File: src/rtl/cpu_ram_wr_sched.sv
// cpu_ram_wr_sched
//   Write scheduler for the lane-swizzled CPU-side RAM. Two requesters
//   (0 = host load, 1 = compute writeback) each issue a burst command
//   {row, column base, beats-1} followed by a data stream. Bursts are
//   served one at a time, round-robin, onto the single RAM write port.
//
// Ports
//   clk, reset           clock; asynchronous active-high reset
//   i_cmd_valid/o_cmd_ready  per-requester command handshake
//   i_cmd_row/col/beats_m1   packed per-requester command fields
//   i_dat_valid/o_dat_ready  per-requester data beat handshake
//   i_dat                packed per-requester beats (L lanes each)
//   o_ram_addr           {row, col}, registered
//   o_ram_we             write strobe for all lanes, registered
//   o_ram_data           beat data, registered
//   o_busy               high while a burst is in progress
//   o_grant              current / last granted requester

// One lane word of the registered RAM write data.
module cpu_ram_wr_sched_lane #(
  parameter int DATA_WIDTH = 32
) (
  input  logic                  clk,
  input  logic                  reset,
  input  logic                  ld_i,
  input  logic [DATA_WIDTH-1:0] d_i,
  output logic [DATA_WIDTH-1:0] q_o
);
  logic [DATA_WIDTH-1:0] word_q;

  always_ff @(posedge clk or posedge reset) begin
    if (reset)     word_q <= '0;
    else if (ld_i) word_q <= d_i;
  end

  assign q_o = word_q;
endmodule

module cpu_ram_wr_sched #(
  parameter int COORD_BITS = 8,
  parameter int SWIZ_BITS  = 2,
  parameter int DATA_WIDTH = 32
) (
  input  logic                                   clk,
  input  logic                                   reset,
  input  logic [1:0]                             i_cmd_valid,
  output logic [1:0]                             o_cmd_ready,
  input  logic [2*COORD_BITS-1:0]                i_cmd_row,
  input  logic [2*COORD_BITS-1:0]                i_cmd_col,
  input  logic [2*COORD_BITS-1:0]                i_cmd_beats_m1,
  input  logic [1:0]                             i_dat_valid,
  output logic [1:0]                             o_dat_ready,
  input  logic [2*(2**SWIZ_BITS)*DATA_WIDTH-1:0] i_dat,
  output logic [2*COORD_BITS-1:0]                o_ram_addr,
  output logic                                   o_ram_we,
  output logic [(2**SWIZ_BITS)*DATA_WIDTH-1:0]   o_ram_data,
  output logic                                   o_busy,
  output logic                                   o_grant
);
  localparam int L  = 2**SWIZ_BITS;
  localparam int LW = L*DATA_WIDTH;

  typedef enum logic {IDLE, BURST} state_t;

  state_t                state_q, state_d;
  logic                  grant_q, grant_d;
  logic [COORD_BITS-1:0] row_q, row_d;
  logic [COORD_BITS-1:0] col_q, col_d;
  logic [COORD_BITS-1:0] rem_q, rem_d;

  logic                    ram_we_q;
  logic [2*COORD_BITS-1:0] ram_addr_q;

  logic                  win;
  logic                  hs;
  logic [LW-1:0]         beat;
  logic [COORD_BITS-1:0] sel_row, sel_col, sel_beats;
  logic [1:0]            cmd_ready, dat_ready;

  // Round-robin: a lone request wins outright; on a tie the requester
  // that did not go last wins. grant_q doubles as last_grant in IDLE.
  assign win = (i_cmd_valid == 2'b11) ? ~grant_q : i_cmd_valid[1];

  assign sel_row   = win ? i_cmd_row[COORD_BITS +: COORD_BITS]
                         : i_cmd_row[0 +: COORD_BITS];
  assign sel_col   = win ? i_cmd_col[COORD_BITS +: COORD_BITS]
                         : i_cmd_col[0 +: COORD_BITS];
  assign sel_beats = win ? i_cmd_beats_m1[COORD_BITS +: COORD_BITS]
                         : i_cmd_beats_m1[0 +: COORD_BITS];
  assign beat      = grant_q ? i_dat[LW +: LW] : i_dat[0 +: LW];

  always_ff @(posedge clk or posedge reset) begin
    if (reset) begin
      state_q <= IDLE;
      grant_q <= 1'b1;
      row_q   <= '0;
      col_q   <= '0;
      rem_q   <= '0;
    end else begin
      state_q <= state_d;
      grant_q <= grant_d;
      row_q   <= row_d;
      col_q   <= col_d;
      rem_q   <= rem_d;
    end
  end

  always_comb begin
    state_d   = state_q;
    grant_d   = grant_q;
    row_d     = row_q;
    col_d     = col_q;
    rem_d     = rem_q;
    cmd_ready = 2'b00;
    dat_ready = 2'b00;
    hs        = 1'b0;
    case (state_q)
      IDLE: begin
        if (|i_cmd_valid) begin
          cmd_ready[win] = 1'b1;
          grant_d        = win;
          row_d          = sel_row;
          // Bursts start on a lane-aligned column.
          col_d          = {sel_col[COORD_BITS-1:SWIZ_BITS], {SWIZ_BITS{1'b0}}};
          rem_d          = sel_beats;
          state_d        = BURST;
        end
      end
      BURST: begin
        dat_ready[grant_q] = 1'b1;
        if (i_dat_valid[grant_q]) begin
          hs    = 1'b1;
          // Column wraps modulo 2**COORD_BITS by plain truncation.
          col_d = col_q + COORD_BITS'(L);
          if (rem_q == '0) state_d = IDLE;
          else             rem_d   = rem_q - 1'b1;
        end
      end
      default: state_d = IDLE;
    endcase
  end

  always_ff @(posedge clk or posedge reset) begin
    if (reset) begin
      ram_we_q   <= 1'b0;
      ram_addr_q <= '0;
    end else begin
      ram_we_q <= hs;
      if (hs) ram_addr_q <= {row_q, col_q};
    end
  end

  for (genvar k = 0; k < L; k++) begin : g_lane
    cpu_ram_wr_sched_lane #(.DATA_WIDTH(DATA_WIDTH)) u_lane (
      .clk   (clk),
      .reset (reset),
      .ld_i  (hs),
      .d_i   (beat[k*DATA_WIDTH +: DATA_WIDTH]),
      .q_o   (o_ram_data[k*DATA_WIDTH +: DATA_WIDTH])
    );
  end

  assign o_cmd_ready = cmd_ready;
  assign o_dat_ready = dat_ready;
  assign o_ram_addr  = ram_addr_q;
  assign o_ram_we    = ram_we_q;
  assign o_busy      = (state_q == BURST);
  assign o_grant     = grant_q;
endmodule
File: config.mk
export PLATFORM = sky130hd
export DESIGN_NAME = cpu_ram_wr_sched
export DESIGN_NICKNAME = d
export VERILOG_FILES = /design/src/rtl/cpu_ram_wr_sched.sv
export SDC_FILE = /design/constraint.sdc
export NUM_CORES = 1
export LEC_CHECK = 0
export CAP_MARGIN = 20
export CORE_AREA = 2 2 181 183
export CTS_CLUSTER_SIZE = 20
export DETAILED_ROUTE_END_ITERATION = 16
export DIE_AREA = 0 0 183 185
export GPL_TIMING_DRIVEN = 0
export SYNTH_ARGS = -nofsm -noshare
export SYNTH_HDL_FRONTEND = slang
export SYNTH_SLANG_ARGS = --single-unit
File: constraint.sdc
create_clock -name clk -period 6.61 [get_ports clk]
set_input_delay 0.661 -clock clk [delete_from_list [all_inputs] [get_ports clk]]
set_output_delay 0.661 -clock clk [all_outputs]
set_load 0.05 [all_outputs]
==> results.ini, run 1 <==
[logic_synthesis]
syn_inst=774
muxShareOfSynthArea_pct=19.13
synthTopCellsByArea=dfrtp_1 (52%), mux2i_1 (17%), a21oi_1 (8.6%)
synth-xor-area-share_pct=0
yosys_register_bits=167
synth_top_area_cell=dfrtp_1
synth_compound_gate_area_share_pct=12.96
ys_async_sr_fraction_pct=100.0
synth-simple-area-share_pct=11.21
synth_top_area_share_pct=52.48
synth_flop_cell=dfrtp_1
seq_area_frac_synth_pct=52.81
synth_top_family_by_area=multiplexers
synth_edf_count=0
synth_cell_types=53
synthAdderAreaFrac_pct=0.3162
synth_warnings=0
synth_area_um2=7915
avgSynthCellArea_um2=10.23

[timing]
period_share_pct=58.23
final-setup-viol-count=0
fin_skew_ps=13.72
slew-limit-headroom_pct=39.54
fmax_mhz=259.8
finalMaxSlewViolations=0
tns_ps=0
rsz0062_at_grt=no
min_period_ps=3849
tightest_slew_ps=906.9
hold_viol=0

[cells_and_area]
nets=1562
seqCellArea_um2=4180
syn_to_final_growth_pct=71.67
n_fill_cell=3098
multi_input_area_um2=3460
final_util_pct=42.41
stdcell_count=1671
drive_gt1_share_pct=7.052

[clock_tree]
cts_max_level=4
cts_max_path_buffers=2
postCtsSetupBuffers=0
clk-insertion-delay-late_ps=420
cts_hold_buf=0
cts.sinks=167
cts_tree=built
cts_resized=0
clk_pin_slew_ps=70
cts_buffers=17
cts-root-buf=clkbuf_16

[die]
die_y_um=185
die_x_um=183
start_util_pct=24.70
ioPinCount=461
die_area_um2=33860
coreArea_um2=32040
rows=66

[routing]
drt_first_pass_iters=4
drtIter0Drc=332
remaining_drc_errors=0
vias=7607
postRouteAntennaNets=0
viasPerCell=4.552
wl_per_cell_um=18.82
routed_wl_um=31450

[critical_path]
end_kind=primary output
critical_path_class=flip-flop to primary output
crit_path_start_kind=flip-flop
critPathRequiredTime_ps=5950
r2r_slack_ps=4240
worstPathMaxFanout=10
endpoint=o_dat_ready[1]
rr_startpoint=o_grant
r2r_end=g_lane[2].u_lane.q_o[29]
worstRegToRegCells=5
crit_start=o_grant
crit_arrival_ps=3190

[placed_design]
routabilityCongestion=0.8178
place_inst=1639
port_buffers=454
dpl.hpwl_um=24420

[global_route]
antenna_found_initial=0
grt_max_degree=120
grt_first_pass_wirelength_um=45840
overflow=0
grt_pass1_vias=7629
grt_use_total_pct=17.87

[min_path]
holdCritStartpoint=o_ram_addr[13]
holdCritPathClass=flip-flop to flip-flop

[power_and_ir_drop]
powerDensity_nw_per_um2=536.6
ir_drop_mv=0.2210
power_leakage_nw=5.566

[run]
cap_violations=0

[run_status]
status=finished clean

-- worst min path at each step --
stage	to	slack, ps	cells after the start
finish	o_ram_addr[13]	510	1
detailed placement	o_ram_addr[2]	500	1
CTS	o_ram_addr[13]	510	1
global route	o_ram_addr[14]	530	1
global placement	o_ram_addr[10]	490	1
floorplan	row_q[7]	470	2
-- registers in the layout, indices dropped and copies added (netlist names) --
signal and flops:
rem_q 8, o_ram_addr 14, g_lane.u_lane.q_o 128, row_q 8
o_ram_we 1, o_busy 1, o_grant 1, col_q 6
-- metal layers --
metal	part of all wire, %	vias up	wire length, um	GRT usage [%]
li1	-	3661	-	-
met4	0.99	0	311	3.808
met1	42	3616	13100	22.07
met3	6.9	14	2172	4.109
met5	0	-	0	0
met2	50	316	15860	31.80
-- power by group --
group / total, W / internal [W] / leakage, nW / switching (W)
sequential: 0.00184 / 0.00153 / 1.88 / 0.000309
combinational: 0.00447 / 0.00157 / 3.43 / 0.00289
clock: 0.000986 / 0.000534 / 0.260 / 0.000452
-- cells in the mapped netlist (3+ instances only) --
library cell,number
nor2_1,148
a221oi_1,3
nand3_1,7
buf_2,25
a31oi_1,8
mux2_2,16
buf_1,3
nand2b_1,3
clkbuf_1,24
inv_1,6
a21oi_1,136
nand2_1,31
nor3_1,6
mux2i_1,131
nand4_1,4
buf_4,4
nor4_1,3
dfrtp_1,166
o21ai_0,8
-- worst max-delay path, cell delays in order (launching register included) --
cell,delay (ps)
dfstp_2,530
buf_4,220
buf_4,250
clkbuf_1,710
and2_1,230
clkdlybuf4s50_1,800
-- final cells by class --
cell class / count / share of cell area (%)
inverters: 6 / 0.2210
repair buffers: 456 / 33.76
diodes: 1 / 0.01842
multi-input cells: 546 / 25.46
flip-flops and latches: 167 / 30.76
plain buffers: 56 / 1.888
well taps: 408 / 3.757
clock buffers: 19 / 3.260
clock inverters: 12 / 0.8748
-- logic make-up after synthesis --
group	count (synthesis)
AND/OR/NAND/NOR	214
AO/OA/AOI/OAI	180
flip-flops	167
multiplexers	148
buffers and inverters	62
adder cells (fa/ha/maj)	2
other	1
-- per-stage QoR --
stage	setup slack, ps	area, um2	power [W]	hold slack [ps]
finish	2761	13590	0.007291	507.4
floorplan	1432	7919	0.004679	474.9
global route	2572	13590	0.007688	530.1
detailed placement	2824	13020	0.006356	495.4
global placement	-1255	12970	0.006308	492.5
CTS	2649	13590	0.007371	512.2
-- placed cells by master, fill, tap and decap left out, types with 2 or more instances in the layout --
cell,n
nand4_1,4
ha_1,2
clkdlybuf4s50_1,454
a21oi_1,136
nor2_1,148
nand2_1,31
o21bai_1,2
buf_4,4
clkinvlp_4,5
a31o_2,2
dfrtp_1,166
nand2b_1,3
buf_1,3
conb_1,2
clkbuf_16,17
and2_1,2
inv_1,5
a21o_1,2
mux2_2,16
inv_6,3
mux2i_1,131
a221oi_1,3
and3_1,2
o21ai_0,8
nor3b_1,2
inv_8,2
o22ai_1,2
buf_2,25
clkbuf_1,25
nand3_1,7
nor4_1,3
a31oi_1,8
nor3_1,6
(Power assumes the default switching activity.)
==> run 2: changes to the inputs <==
Clock period 6.61 ns to 3.6 ns, I/O delays scaled along.
==> run 2 against run 1 <==
Compared with the run above:
- wire length down 1.1%
- combinational power up 83%
- setup slack worse by 2300 ps
- first-iteration DRC count up 7.8%
==> results.ini, run 2 (same netlist as run 1, synthesis figures left out) <==
[clock_tree]
clk-insertion-delay-late_ps=420  ; about the same
cts_tree=built
cts_max_level=4  ; unchanged
cts.sinks=167  ; unchanged
cts_max_path_buffers=2  ; unchanged
cts_hold_buf=0  ; unchanged
clk_pin_slew_ps=80  ; about the same
cts_buffers=17  ; unchanged
cts-root-buf=clkbuf_16

[run]
cap_violations=0  ; unchanged

[placed_design]
routabilityCongestion=0.8089  ; -1.1%
port_buffers=454  ; unchanged
place_area_um2=13060  ; +0.26%
dpl.hpwl_um=24610  ; +0.78%

[routing]
drt_first_pass_iters=7  ; +3
remaining_drc_errors=0  ; unchanged
vias=7577  ; -0.39%
wl_per_cell_um=18.60  ; -1.1%
drtIter0Drc=358  ; +7.8%
viasPerCell=4.532  ; -0.45%
postRouteAntennaNets=0  ; unchanged
routed_wl_um=31110  ; -1.1%

[critical_path]
worstRegToRegCells=5  ; unchanged
critPathRequiredTime_ps=3240  ; -2710 ps
r2r_end=g_lane[2].u_lane.q_o[30]
critPathSlowestCell=clkdlybuf4s50_1
r2r_slack_ps=1110  ; -3130 ps
crit_start=o_busy
rr_startpoint=o_grant
cp_common_cell=clkbuf_1
worstPathMaxFanout=10  ; unchanged
end_kind=primary output
crit_path_max_incr_delay_ps=810  ; about the same
endpoint=o_dat_ready[1]
critical_path_class=flip-flop to primary output
crit_path_start_kind=flip-flop
crit_arrival_ps=2830  ; -360 ps
cp_cell_sequence=clkbuf_1 -> clkbuf_1 -> and2_1 -> clkdlybuf4s50_1

[power_and_ir_drop]
power_w=0.01344  ; +84%
clockPowerShare_pct=14.3  ; +0.8 points
powerDensity_nw_per_um2=984.0  ; +83%
seqPwrFrac_pct=24.9  ; -0.3 points
switchingPower_w=0.006650  ; +82%
p_int_w=0.006790  ; +87%
power_leakage_nw=5.596  ; +0.54%
power_frac_comb_pct=60.9  ; -0.4 points
ir_drop_mv=0.3754  ; +70%
p_sw_share_pct=49.48  ; -0.66 points

[timing]
fmax_mhz=313.8
finalMaxSlewViolations=0  ; unchanged
final-setup-viol-count=0  ; unchanged
period_share_pct=88.52
tightest_slew_ps=1065  ; +157.8 ps
min_period_ps=3187
fin_skew_ps=11.65  ; -2.072 ps
slew-limit-headroom_pct=29.02  ; -11 points
hold_viol=0  ; unchanged
rsz0062_at_grt=no

[global_route]
grt_pass1_vias=7724  ; +1.2%
grt_max_degree=41  ; -66%
antenna_found_initial=0  ; unchanged
grt_use_total_pct=17.84  ; -0.026 points
grt_first_pass_wirelength_um=45850  ; about the same
overflow=0  ; unchanged

[die]
rows=66  ; unchanged
die_y_um=185  ; unchanged
die_area_um2=33860  ; unchanged
start_util_pct=24.70  ; unchanged
coreArea_um2=32040  ; unchanged
die_x_um=183  ; unchanged
ioPinCount=461  ; unchanged

[cells_and_area]
final_area_um2=13660  ; +0.52%
layout_commonest_cell=clkdlybuf4s50_1
most-common-layout-cells=clkdlybuf4s50_1 (454), dfrtp_1 (166), nor2_1 (148)
largest_reg_flops=128  ; unchanged
syn_to_final_growth_pct=72.56
nets=1563  ; +0.064%
drive_gt1_share_pct=7.126  ; +0.074 points

[min_path]
holdCritPathClass=primary input to asynchronous set/reset pin

[run_status]
status=finished clean

-- run 2: cell types whose count changed in the layout (fill, tap and decap cells not counted), sizes merged --
cell and change:
buf +2, bufinv +2, clkbuf -1, inv -1, clkinv -1
-- run 2: final cells by class --
class	instances	area, um2
multi-input cells	546	3460
clock inverters	12	168.9
diodes	1	2.502
plain buffers	55	252.7
clock buffers	19	432.9
repair buffers	458	4624
flip-flops and latches	167	4180
well taps	408	510.5
fillers	3177	18380
inverters	6	26.28
-- run 2: how the worst min path moves through the flow --
stage | from | end | slack (ps) | cells after the start
finish | reset | g_lane[0].u_lane.q_o[12] | 400 | 2
global route | reset | g_lane[0].u_lane.q_o[12] | 420 | 2
CTS | reset | g_lane[0].u_lane.q_o[12] | 400 | 2
detailed placement | o_ram_addr[9] | o_ram_addr[9] | 500 | 1
global placement | row_q[0] | o_ram_addr[8] | 490 | 1
floorplan | i_cmd_row[7] | row_q[7] | 470 | 2
-- run 2: power by group through the flow --
stage	logic, W	registers, W	clock network (W)
after floorplan	0.00246	0.00613	0
after global placement	0.00821	0.00335	0
after detailed placement	0.00828	0.00337	0
after CTS	0.00829	0.00335	0.00199
after global routing	0.00867	0.00347	0.00205
final	0.00818	0.00334	0.00192
-- run 2: metrics by stage --
stage	hold slack (ps)	cells	TNS (ps)	utilization (%)	setup slack [ps]
2_1_floorplan	465.4	775	0	-	1114
3_3_place_gp	490.5	1637	-85230	40.50	-534.2
3_5_place_dp	495.1	1641	0	40.75	372.8
4_1_cts	399.4	1671	0	42.62	380.2
5_1_grt	423.3	1671	0	42.62	200.7
6_report	397.9	1672	0	42.63	413.3
-- run 2: what timing repair did --
action / in CTS / in global routing
gates resized for setup: 0 / 0
endpoints found under the setup margin: 1 / 0
hold endpoints to repair: 0 / 0
buffers inserted: 0 / 0
-- run 2: layer usage --
metal	vias to the layer above	wire [um]	track usage, %
li1	3648	-	-
met1	3623	12790	21.96
met2	281	15620	31.23
met3	25	2138	4.129
met4	0	562	5.088
met5	-	0	0
-- run 2: worst max-delay path: cells and delay by family (launching register included) --
family                 cells  cell delay, ps
buffers and inverters      3            1690
flip-flops                 1             510
AND/OR/NAND/NOR            1             210
==> variant, RTL diff (config.mk and constraints of run 2) <==
Make the reset (`reset`) synchronous in 3 clocked blocks. Comments in the files are not updated.
--- a/src/rtl/cpu_ram_wr_sched.sv
+++ b/src/rtl/cpu_ram_wr_sched.sv
@@ -29,5 +29,5 @@
   logic [DATA_WIDTH-1:0] word_q;
 
-  always_ff @(posedge clk or posedge reset) begin
+  always_ff @(posedge clk) begin
     if (reset)     word_q <= '0;
     else if (ld_i) word_q <= d_i;
@@ -90,5 +90,5 @@
   assign beat      = grant_q ? i_dat[LW +: LW] : i_dat[0 +: LW];
 
-  always_ff @(posedge clk or posedge reset) begin
+  always_ff @(posedge clk) begin
     if (reset) begin
       state_q <= IDLE;
@@ -141,5 +141,5 @@
   end
 
-  always_ff @(posedge clk or posedge reset) begin
+  always_ff @(posedge clk) begin
     if (reset) begin
       ram_we_q   <= 1'b0;
Function: differs if reset is asserted again (counterexample within 4 cycles, from zero or initial values and one cycle with reset high); with reset held inactive, the same outputs for 4 cycles.
==> variant against run 2 <==
Wire length grew 2.1%. Setup slack improved by 200 ps. Area after synthesis grew 3.4%. Final area grew 1.1%. Count of clock-buffer cells in the layout unchanged. Sequential cell count did not move. Global-route usage about the same. Via count is 4.3% higher. Largest cell class unchanged.
Power is not compared: it rests on default switching activity, and its combinational part moved more than twofold at a synthesized area within 25%.
==> variant: results (changes against run 2) <==
** Status
- The run finished with clean final reports.

** Critical path
- Reg2reg start :: rem_q[0]$_SDFFE_PP0P_
- The path depth of the worst reg2reg path was 6 (+1).
- In this run the critical register-to-register path is captured at rem_q[2]$_SDFFE_PP0P_.
- Critical Path Max Stage Delay :: 810 ps (about the same)
- Register-to-register path setup slack :: 1530 ps (+420 ps)

** STA
- Actual transition at the worst max-transition pin :: 778.9 ps (-285.8 ps)
- Largest clock skew in the final design :: 13.73 ps (+2.081 ps)

** Min path
- Capture endpoint of the worst hold path :: o_ram_addr[8]$_SDFFE_PP0P_
- The path class of the tightest hold or removal check is flip-flop to flip-flop.

** Synthesis
- By count the netlist is led by dfxtp_1 (167), mux2i_1 (142), nor2_1 (142), a211oi_2 (82), a211oi_1 (55).
- Most area-consuming cells after synthesis :: dfxtp_1 (41%), mux2i_1 (17%), a211oi_2 (13%)
- The fraction of registers with async set/reset is 0% (-100 points).
- The sequential element share of the synthesized area is 40.85% (-12 points).
- Number of different library cells in the post-synthesis netlist :: 54 (+1.9%)
- The count of synthesis-stage warnings from yosys came to 0 (unchanged).

** Clock network
- Clock latency reported for the late side of the worst-skew pair :: 420 ps (about the same)
- The number of hold-repair buffers added at the cts stage was 0 (unchanged).
- Longest Clk Path Bufs :: 2 (unchanged)
- The clock buffer count from CTS came to 17 (unchanged).
- Clk Tree Root Cell :: clkbuf_16
- The post-CTS setup buffer count is 0 (unchanged).

** Routing
- Final routed wirelength across all metal layers :: 31740 µm (+2.1%)
- The via density per instance came to 4.623 (+2.0%).
- The count of TritonRoute iterations in the first routing pass came to 5 (-2).
- 1st-iter DRT viols :: 411 (+15%)

** Placement
- DPL Wire Length :: 25330 µm (+2.9%)
- Final weighted congestion in routability-driven placement :: 0.7952 (-1.7%)
- The total placed instance area is 0.01324 mm² (+1.4%).

** Finish
- Final-stage net count :: 1600 (+2.4%)
- Fraction of layout instances using a drive strength above 1 :: 14.53% (+7.4 points)
- Final antenna diode count :: 0 (-1)

** Power and ir drop
- The analysis attributes to cell leakage a power of around 5.4 nW.
- VDD sags by at most approximately 0.31 mV.

** Global route
- Via count of the first global-routing pass :: 7781 (+0.74%)
- The first-pass GRT wire length was 46310 µm (+0.99%).
- The largest net degree at the start of global routing came to 17 (-59%).
- The all-layer global routing usage was 17.85% (about the same).
variant: cell count changes in the layout (fill, tap and decap cells not counted), moves of 9 or more:
| cell | run 2 | this run |
|---|---|---|
| mux2_2 | 16 | 7 |
| a211oi_1 | 1 | 55 |
| a211oi_2 | 0 | 82 |
| dfxtp_1 | 0 | 167 |
| a21oi_1 | 136 | 25 |
| mux2i_1 | 131 | 142 |
| dfrtp_1 | 166 | 0 |
| buf_6 | 0 | 15 |
variant: layer usage:
metal  up-vias  share of wire (%)  track usage, %
li1       3901                  -               -
met4         0               0.93           3.232
met5         -                  0               0
met3        17                7.5           4.797
met1      3688                 41           20.92
met2       295                 51           32.82
variant: kinds of logic after synthesis:
family / share of synthesized area (%)
multiplexers: 18.68
flip-flops: 40.85
AND/OR/NAND/NOR: 10.40
AO/OA/AOI/OAI: 23.61
other: 0.04582
buffers and inverters: 6.115
adder cells (fa/ha/maj): 0.3057
variant: how the worst max path moves through the flow:
stage                         start             end  slack (ps)  cells after the start
2_1_floorplan  o_grant$_SDFFE_PP1P_  o_cmd_ready[0]        1370                      5
5_1_grt        o_grant$_SDFFE_PP1P_  o_dat_ready[1]         470                      5
3_3_place_gp         i_cmd_valid[1]  o_cmd_ready[1]         730                      5
4_1_cts        o_grant$_SDFFE_PP1P_  o_dat_ready[1]         520                      5
3_5_place_dp         i_cmd_valid[1]  o_cmd_ready[1]         730                      5
6_report       o_grant$_SDFFE_PP1P_  o_dat_ready[1]         610                      5
variant: critical path: cells and delay by family, from the launching register on:
family | cells | cell delay [ps]
buffers and inverters | 4 | 1700
flip-flops | 1 | 350
AND/OR/NAND/NOR | 1 | 170
variant: metrics by stage:
stage	cells	setup slack (ps)	power, mW	hold slack [ps]
floorplan	815	1371	3.569	432.3
global placement	1677	732.3	4.478	438.0
detailed placement	1677	726.8	4.495	446.9
CTS	1709	520.7	6.318	453.5
global route	1709	472.7	6.528	478.8
finish	1709	610.4	6.251	452.5
variant: final cells by class:
type / count / area (µm²)
clock inverters: 13 / 136.4
fillers: 3174 / 18230
repair buffers: 454 / 4544
clock buffers: 19 / 432.9
well taps: 408 / 510.5
flip-flops and latches: 167 / 3343
inverters: 8 / 30.03
plain buffers: 75 / 470.5
multi-input cells: 565 / 4344
variant: where the power goes:
part	internal (mW)	switching, mW	total (mW)
registers	2.04	0.111	2.15
logic	0.962	1.33	2.29
clock network	0.978	0.838	1.82
total	3.98	2.28	6.25
